**config.mk**
```make
export PLATFORM = sky130hd
export DESIGN_NAME = phy_slot_sched
export DESIGN_NICKNAME = d
export VERILOG_FILES = /design/src/rtl/phy_slot_sched.sv
export SDC_FILE = /design/constraint.sdc
export NUM_CORES = 1
export LEC_CHECK = 0
export ABC_AREA = 1
export CAP_MARGIN = 20
export CORE_MARGIN = 5
export CORE_UTILIZATION = 40
export DETAILED_ROUTE_END_ITERATION = 7
export SYNTH_ARGS = -nofsm -noshare
export SYNTH_HDL_FRONTEND = slang
export SYNTH_SLANG_ARGS = --single-unit
```
**constraint.sdc**
```tcl
create_clock -name clk -period 9.15 [get_ports clk]
set_clock_uncertainty 0.1 [all_clocks]
set_input_delay 2.2875 -clock clk [delete_from_list [all_inputs] [get_ports clk]]
set_output_delay 2.2875 -clock clk [all_outputs]
set_load 0.05 [all_outputs]
```
**src/rtl/phy_slot_sched.sv**
```systemverilog
// phy_slot_sched: sequences one phy_channel acquisition cycle.
// Emits a frame sync, waits GAP_CYC idle cycles, then runs one slot per
// enabled virtual channel (lowest index first) and finishes with a
// one-cycle completion pulse. The configuration is captured once per
// cycle, so host register writes mid-cycle do not disturb the running cycle.
module phy_slot_sched #(
    parameter int SLOT_W  = 16,
    parameter int GAP_CYC = 2
) (
    input  logic              clk,
    input  logic              rst,
    input  logic              i_start,
    input  logic [3:0]        i_vchn_en,
    input  logic [31:0]       i_len_all,
    input  logic [SLOT_W-1:0] i_slot_period,
    output logic              o_sync,
    output logic              o_slot_sync,
    output logic [1:0]        o_wr_vchn,
    output logic [7:0]        o_data_len,
    output logic [3:0]        o_ch_mask,
    output logic              o_complite,
    output logic              o_busy,
    output logic              o_overrun
);

    localparam int GAP_W = (GAP_CYC > 1) ? $clog2(GAP_CYC) : 1;

    typedef enum logic [2:0] {
        ST_IDLE       = 3'd0,
        ST_SYNC       = 3'd1,
        ST_GAP        = 3'd2,
        ST_SLOT_START = 3'd3,
        ST_SLOT_RUN   = 3'd4,
        ST_DONE       = 3'd5
    } state_t;

    state_t            state_r;
    logic [3:0]        en_sh_r;
    logic [31:0]       len_sh_r;
    logic [SLOT_W-1:0] per_m1_sh_r;   // slot length minus one, period 0 folded to 1
    logic [GAP_W-1:0]  gap_cnt_r;
    logic [SLOT_W-1:0] slot_cnt_r;

    logic              sync_r;
    logic              slot_sync_r;
    logic [1:0]        wr_vchn_r;
    logic [7:0]        data_len_r;
    logic [3:0]        ch_mask_r;
    logic              complite_r;
    logic              busy_r;
    logic              overrun_r;

    logic [2:0]        from_s;
    logic [2:0]        nxt_s;
    logic              nxt_found_s;
    logic [1:0]        nxt_idx_s;
    logic              slot_last_s;

    // Lowest enabled vchn with index >= from; returns {found, index}.
    function automatic logic [2:0] find_next(input logic [3:0] en, input logic [2:0] from);
        logic [2:0] res;
        res = 3'b000;
        for (int i = 3; i >= 0; i--) begin
            if (en[i] && (3'(i) >= from)) begin
                res = {1'b1, 2'(i)};
            end
        end
        return res;
    endfunction

    // Byte lane of the packed length word for one vchn.
    function automatic logic [7:0] len_sel(input logic [31:0] len_all, input logic [1:0] idx);
        logic [7:0] res;
        case (idx)
            2'd0:    res = len_all[7:0];
            2'd1:    res = len_all[15:8];
            2'd2:    res = len_all[23:16];
            2'd3:    res = len_all[31:24];
            default: res = 8'd0;
        endcase
        return res;
    endfunction

    // Channel mask bit for one vchn.
    function automatic logic [3:0] onehot(input logic [1:0] idx);
        return 4'b0001 << idx;
    endfunction

    // Search start point and terminal slot-count compare for the next decision.
    always_comb begin
        from_s = 3'd0;
        if (state_r == ST_GAP) begin
            from_s = 3'd0;
        end else begin
            from_s = {1'b0, wr_vchn_r} + 3'd1;
        end
        nxt_s       = find_next(en_sh_r, from_s);
        nxt_found_s = nxt_s[2];
        nxt_idx_s   = nxt_s[1:0];
        slot_last_s = (slot_cnt_r == per_m1_sh_r);
    end

    // Cycle sequencer with registered outputs.
    always_ff @(posedge clk or posedge rst) begin
        if (rst) begin
            state_r     <= ST_IDLE;
            en_sh_r     <= 4'd0;
            len_sh_r    <= 32'd0;
            per_m1_sh_r <= {SLOT_W{1'b0}};
            gap_cnt_r   <= {GAP_W{1'b0}};
            slot_cnt_r  <= {SLOT_W{1'b0}};
            sync_r      <= 1'b0;
            slot_sync_r <= 1'b0;
            wr_vchn_r   <= 2'd0;
            data_len_r  <= 8'd0;
            ch_mask_r   <= 4'd0;
            complite_r  <= 1'b0;
            busy_r      <= 1'b0;
            overrun_r   <= 1'b0;
        end else begin
            overrun_r   <= i_start && (state_r != ST_IDLE);
            sync_r      <= 1'b0;
            slot_sync_r <= 1'b0;
            complite_r  <= 1'b0;
            case (state_r)
                ST_IDLE: begin
                    if (i_start) begin
                        state_r <= ST_SYNC;
                        sync_r  <= 1'b1;
                        busy_r  <= 1'b1;
                    end else begin
                        state_r <= ST_IDLE;
                    end
                end
                ST_SYNC: begin
                    en_sh_r  <= i_vchn_en;
                    len_sh_r <= i_len_all;
                    if (i_slot_period == {SLOT_W{1'b0}}) begin
                        per_m1_sh_r <= {SLOT_W{1'b0}};
                    end else begin
                        per_m1_sh_r <= i_slot_period - SLOT_W'(1);
                    end
                    gap_cnt_r <= {GAP_W{1'b0}};
                    state_r   <= ST_GAP;
                end
                ST_GAP: begin
                    if (gap_cnt_r == GAP_W'(GAP_CYC - 1)) begin
                        if (nxt_found_s) begin
                            state_r     <= ST_SLOT_START;
                            slot_sync_r <= 1'b1;
                            wr_vchn_r   <= nxt_idx_s;
                            data_len_r  <= len_sel(len_sh_r, nxt_idx_s);
                            ch_mask_r   <= onehot(nxt_idx_s);
                            slot_cnt_r  <= {SLOT_W{1'b0}};
                        end else begin
                            state_r    <= ST_DONE;
                            complite_r <= 1'b1;
                        end
                    end else begin
                        gap_cnt_r <= gap_cnt_r + GAP_W'(1);
                    end
                end
                ST_SLOT_START, ST_SLOT_RUN: begin
                    if (slot_last_s) begin
                        if (nxt_found_s) begin
                            state_r     <= ST_SLOT_START;
                            slot_sync_r <= 1'b1;
                            wr_vchn_r   <= nxt_idx_s;
                            data_len_r  <= len_sel(len_sh_r, nxt_idx_s);
                            ch_mask_r   <= onehot(nxt_idx_s);
                            slot_cnt_r  <= {SLOT_W{1'b0}};
                        end else begin
                            state_r    <= ST_DONE;
                            complite_r <= 1'b1;
                            ch_mask_r  <= 4'd0;
                        end
                    end else begin
                        state_r    <= ST_SLOT_RUN;
                        slot_cnt_r <= slot_cnt_r + SLOT_W'(1);
                    end
                end
                ST_DONE: begin
                    busy_r  <= 1'b0;
                    state_r <= ST_IDLE;
                end
                default: begin
                    state_r   <= ST_IDLE;
                    busy_r    <= 1'b0;
                    ch_mask_r <= 4'd0;
                end
            endcase
        end
    end

    assign o_sync      = sync_r;
    assign o_slot_sync = slot_sync_r;
    assign o_wr_vchn   = wr_vchn_r;
    assign o_data_len  = data_len_r;
    assign o_ch_mask   = ch_mask_r;
    assign o_complite  = complite_r;
    assign o_busy      = busy_r;
    assign o_overrun   = overrun_r;

endmodule

```
== Word-level counts from Yosys, hierarchy flattened ==
Cells that the tools add are included.
Operators by class
  shifts and indexed selects: 1
  equality and inequality tests: 13
  add/subtract/negate cells: 4
  reduce and logical (&&, ||, !) cells: 18
  order comparisons: 4
  muxes and demuxes: 43
  bitwise operators: 2
Operators by type and width (count)
  $mux W16: 4
  $pmux W16 S2: 1
  $pmux W8 S4: 1
  $mux W3: 8
  $mux W8: 3
  $add A16 B1 Y16 const B: 1
  $eq A16 B16 Y1: 1
  $logic_not A16 Y1: 1
  $mux W4: 4
  $pmux W8 S2: 1
  $sub A16 B1 Y16 const B: 1
  $pmux W3 S4: 1
  $pmux W4 S3: 1
  $mux W1: 11
  $ne A2 B2 Y1 const B: 4
  $pmux W1 S2: 4
  $eq A3 B2 Y1 const B: 2
  $eq A3 B3 Y1 const B: 2
  $ge A1 B3 Y1 const A: 2
  $ge A2 B3 Y1 const A: 2
  $mux W2: 3
  $logic_and A1 B1 Y1: 5
  $eq A2 B2 Y1 const B: 2
  $pmux W2 S2: 1
  16 further kinds: 19
Storage, ports and cells
  bits in registers: 91

== Depth between registers and ports, before layout ==
  word-level depth: 13
  depth in mapped cells: 13
  mapped depth without buffers: 13

== Least setup slack after synthesis ==
OpenSTA, ideal clock, no wires.
  path type: input to register
  start: in i_slot_period[0]
  end: reg per_m1_sh_r[1]
  arrival time: 3.342 ns
  setup time: 0.133 ns
  buffers on the path: 1
  stages on the path: 8
  required time: 8.917 ns
  setup slack: 5.575 ns
  path through: inv_1 > ha_1 > nand2_1 > nor4_4 > nand2_2 > o21ai_2 > buf_6 > o22ai_1
On the way
  word-level cells in the longest chain between the ends: 2
  elaborated cells on any way between the ends: 3
RTL lines
  from (decl): RTL line 15  | input logic [SLOT_W-1:0] i_slot_period,
  $sub A16 B1 Y16 / $logic_not A16 Y1 (equally long branches): RTL line 141, 138
  $mux W16 *: RTL line 138  | if (i_slot_period == {SLOT_W{1'b0}}) begin
  to (signal assigned): RTL line 109  | per_m1_sh_r <= {SLOT_W{1'b0}};
  to (signal assigned): RTL line 139  | per_m1_sh_r <= {SLOT_W{1'b0}};
  to (signal assigned): RTL line 141  | per_m1_sh_r <= i_slot_period - SLOT_W'(1);
  to (decl): RTL line 40  | logic [SLOT_W-1:0] per_m1_sh_r;
Mark *: on every way between the ends. The rest lies on a longest branch, timed or not.
A chain may end at the register's enable or synchronous reset.

== Final worst setup path ==
  start: in i_slot_period[8]
  end: reg per_m1_sh_r[14]
Same word-level chain as after synthesis.

==> results.cfg <==
[place]
port_buffers = 73
gp_congestion = 0.911
pre_cts_ws_ns = 4.78
hpwl_um = 9120

[logic_synthesis]
ys_types = 33
syn_avg_cell_area_sq_um = 7.36
synth_area_leaders = dfrtp_1, nand2_1, inv_1, nor2_1, nand3_1
syn_inst = 685
synthesis.nets = 743
ys_ff_latch = 91
synth_top_area_share_pct = 45.1
yosysSeqAreaShare_pct = 45.1
netlist_area_sq_mm = 0.00504
yosysWarnings = 0
synth_area_leader_cell = dfrtp_1

[layout]
area_delta_synth_final_pct = 22.6
fin_nets = 812
drive_gt1_share_pct = 9.89
antenna_cells = 0

[clock_network]
clk_path_buf_depth = 2
hold_buffers = 0
post_cts_buffers = 0
cts_tree = done
ctsResizeCount = 0
cts_made_buffers = 9
cts-root-buf = clkbuf_16
insertion_delay_ns = 0.34
path_clk_slew_ns = 0.06
htreeDepth = 3
cts_sinks = 91

[pwr]
irDropWorstVdd_mv = 0.118
power_leakage_nw = 3.04
pwr_density_cell_mw_per_mm2 = 327

[floorplan]
die_w_um = 122
rows = 41
die-area_sq_mm = 0.0150
core_sq_mm = 0.0125
start_util_pct = 40.3
die_h_um = 122
ioPinCount = 74

[detailed_routing]
vias = 4402
ant_nets = 0
drt_iter0_markers = 287
viasPerCell = 4.73
wl_per_cell_um = 13.1
drc = 0
wirelength_um = 12200
dr.pass1.iters = 4

[timing]
slew_headroom_pct = 33.5
hold_violations = 0
setup_viol = 0
fin_crit_ns = 4.05
rsz0062_at_grt = no
drv_slew = 0
timing.final.ws_setup_ns = 5.10
tightest_slew_ns = 0.996
fmax_mhz = 247
fin_crit_sh_pct = 44.2
fin_tns_setup_ns = 0

[worst_setup_path]
path_cells = clkdlybuf4s50_1 -> nor2_1 -> nand2_1 -> nor4_4 -> nand2_2 -> o21ai_2 -> o21ai_0
start_kind = primary input
critPathBufInv = 1
crit_family = simple AND/OR/NAND/NOR gates
end_kind = register
path_class = in -> reg
critPathRequiredTime_ns = 9.25
crit_fanout = 14
max_stage_delay_ns = 0.48
crit_arrival_ns = 4.15
cp_slowest_cell = clkdlybuf4s50_1

[global_routing]
grt_pass1_vias = 4433
antenna_found_initial = 0
grt_max_degree = 65
overflow = 0
grt_pass1_wl_um = 21300
grt_use_total_pct = 17.7

[outcome]
status = completed

[min_path]
hold_class = reg -> reg

[job]
drv_cap = 0
==> worst register-to-register path: stages, from the launching register on <==
cell and delay [ns]:
dfrtp_1 0.43, o21ai_0 0.26, nand2_1 0.14, nor2_2 0.56, inv_2 0.23, nand2_1 0.14, nand2_2 0.09, inv_2 0.24
nand2_1 0.12, nand2_1 0.07, nand2_1 0.04
==> sequential cells by signal, summed over array words and instances, names as in the netlist, 2 cells and up <==
name / flops
o_ch_mask: 4
state_r: 3
en_sh_r: 4
len_sh_r: 32
o_data_len: 8
o_wr_vchn: 2
per_m1_sh_r: 16
slot_cnt_r: 16
==> area by class of cell <==
type / instances / area (sq um)
Clock inverter: 5 / 37.5
Multi-Input combinational cell: 499 / 2370
Clock buffer: 10 / 239
Timing Repair Buffer: 75 / 746
Inverter: 78 / 298
Fill cell: 1259 / 6330
Tap cell: 172 / 215
Sequential cell: 91 / 2280
==> metrics by stage <==
step	hold slack [ns]	power [mW]	util (%)	cell area (sq um)	std cells
4_1_cts	0.375	2.04	49.4	6190	930
3_5_place_dp	0.359	1.69	47.2	5910	915
2_1_floorplan	0.342	1.43	-	5040	685
3_3_place_gp	0.355	1.67	47.2	5910	915
5_1_grt	0.384	2.21	49.4	6190	930
6_report	0.369	2.02	49.4	6190	930
==> worst paths after layout <==
check	startpoint	to	slack, ns	cells past startpoint
max reg2reg	state_r[0]	slot_cnt_r[15]	6.63	10
min	len_sh_r[17]	len_sh_r[17]	0.37	2
min reg2reg	len_sh_r[17]	len_sh_r[17]	0.37	2
max in group asynchronous	rst	state_r[1]	5.60	3
min in group asynchronous	rst	len_sh_r[30]	2.18	2
max	i_slot_period[8]	per_m1_sh_r[14]	5.10	7
==> cells in the final DEF (no fill, tap or decap), drive strengths merged <==
master,n
a21oi,3
buf,2
clkbuf,10
clkdlybuf4s50,73
clkinv,3
clkinvlp,2
dfrtp,91
ha,3
inv,78
nand2,295
nand3,35
nand4,8
nor2,70
nor3,7
nor4,4
o21ai,35
o21bai,1
o22ai,14
or2,4
xnor2,3
xor2,17
==> power breakdown <==
| group | total [mW] | switching [mW] | internal (mW) |
|---|---|---|---|
| Combinational | 1.02 | 0.695 | 0.321 |
| Clock | 0.352 | 0.160 | 0.192 |
| Sequential | 0.656 | 0.0909 | 0.565 |
| Total | 2.02 | 0.947 | 1.08 |
==> metal layers <==
| layer | share of wire, % | global-route usage [%] | up-vias |
|---|---|---|---|
| met5 | 0 | 0 | - |
| met4 | 1.2 | 4.62 | 0 |
| met3 | 3.8 | 3.46 | 15 |
| met2 | 48 | 28.3 | 84 |
| met1 | 47 | 24.7 | 2041 |
| li1 | - | - | 2262 |
==> logic make-up (layout without fill, tap and decap cells) <==
| group | count (synthesis) | after routing | share of synthesized area, % |
|---|---|---|---|
| compound gates | 53 | 53 | 6.45 |
| xor+xnor | 20 | 20 | 3.47 |
| simple gates | 423 | 423 | 36.3 |
| flops | 91 | 91 | 45.1 |
| fa+ha+maj | 3 | 3 | 0.744 |
| buf+inv | 95 | 168 | 7.91 |
==> synth_stat cells (all sizes together) <==
master	instances
dfrtp	91
o21ai	35
nand2	295
nor4	4
xor2	17
a21oi	3
nor2	70
inv	77
ha	3
nand4	8
clkbuf	10
xnor2	3
o22ai	14
or2	4
buf	7
nand3	35
o21bai	1
nor3	7
clkinv	1
Power figures use the tool's default switching activity.
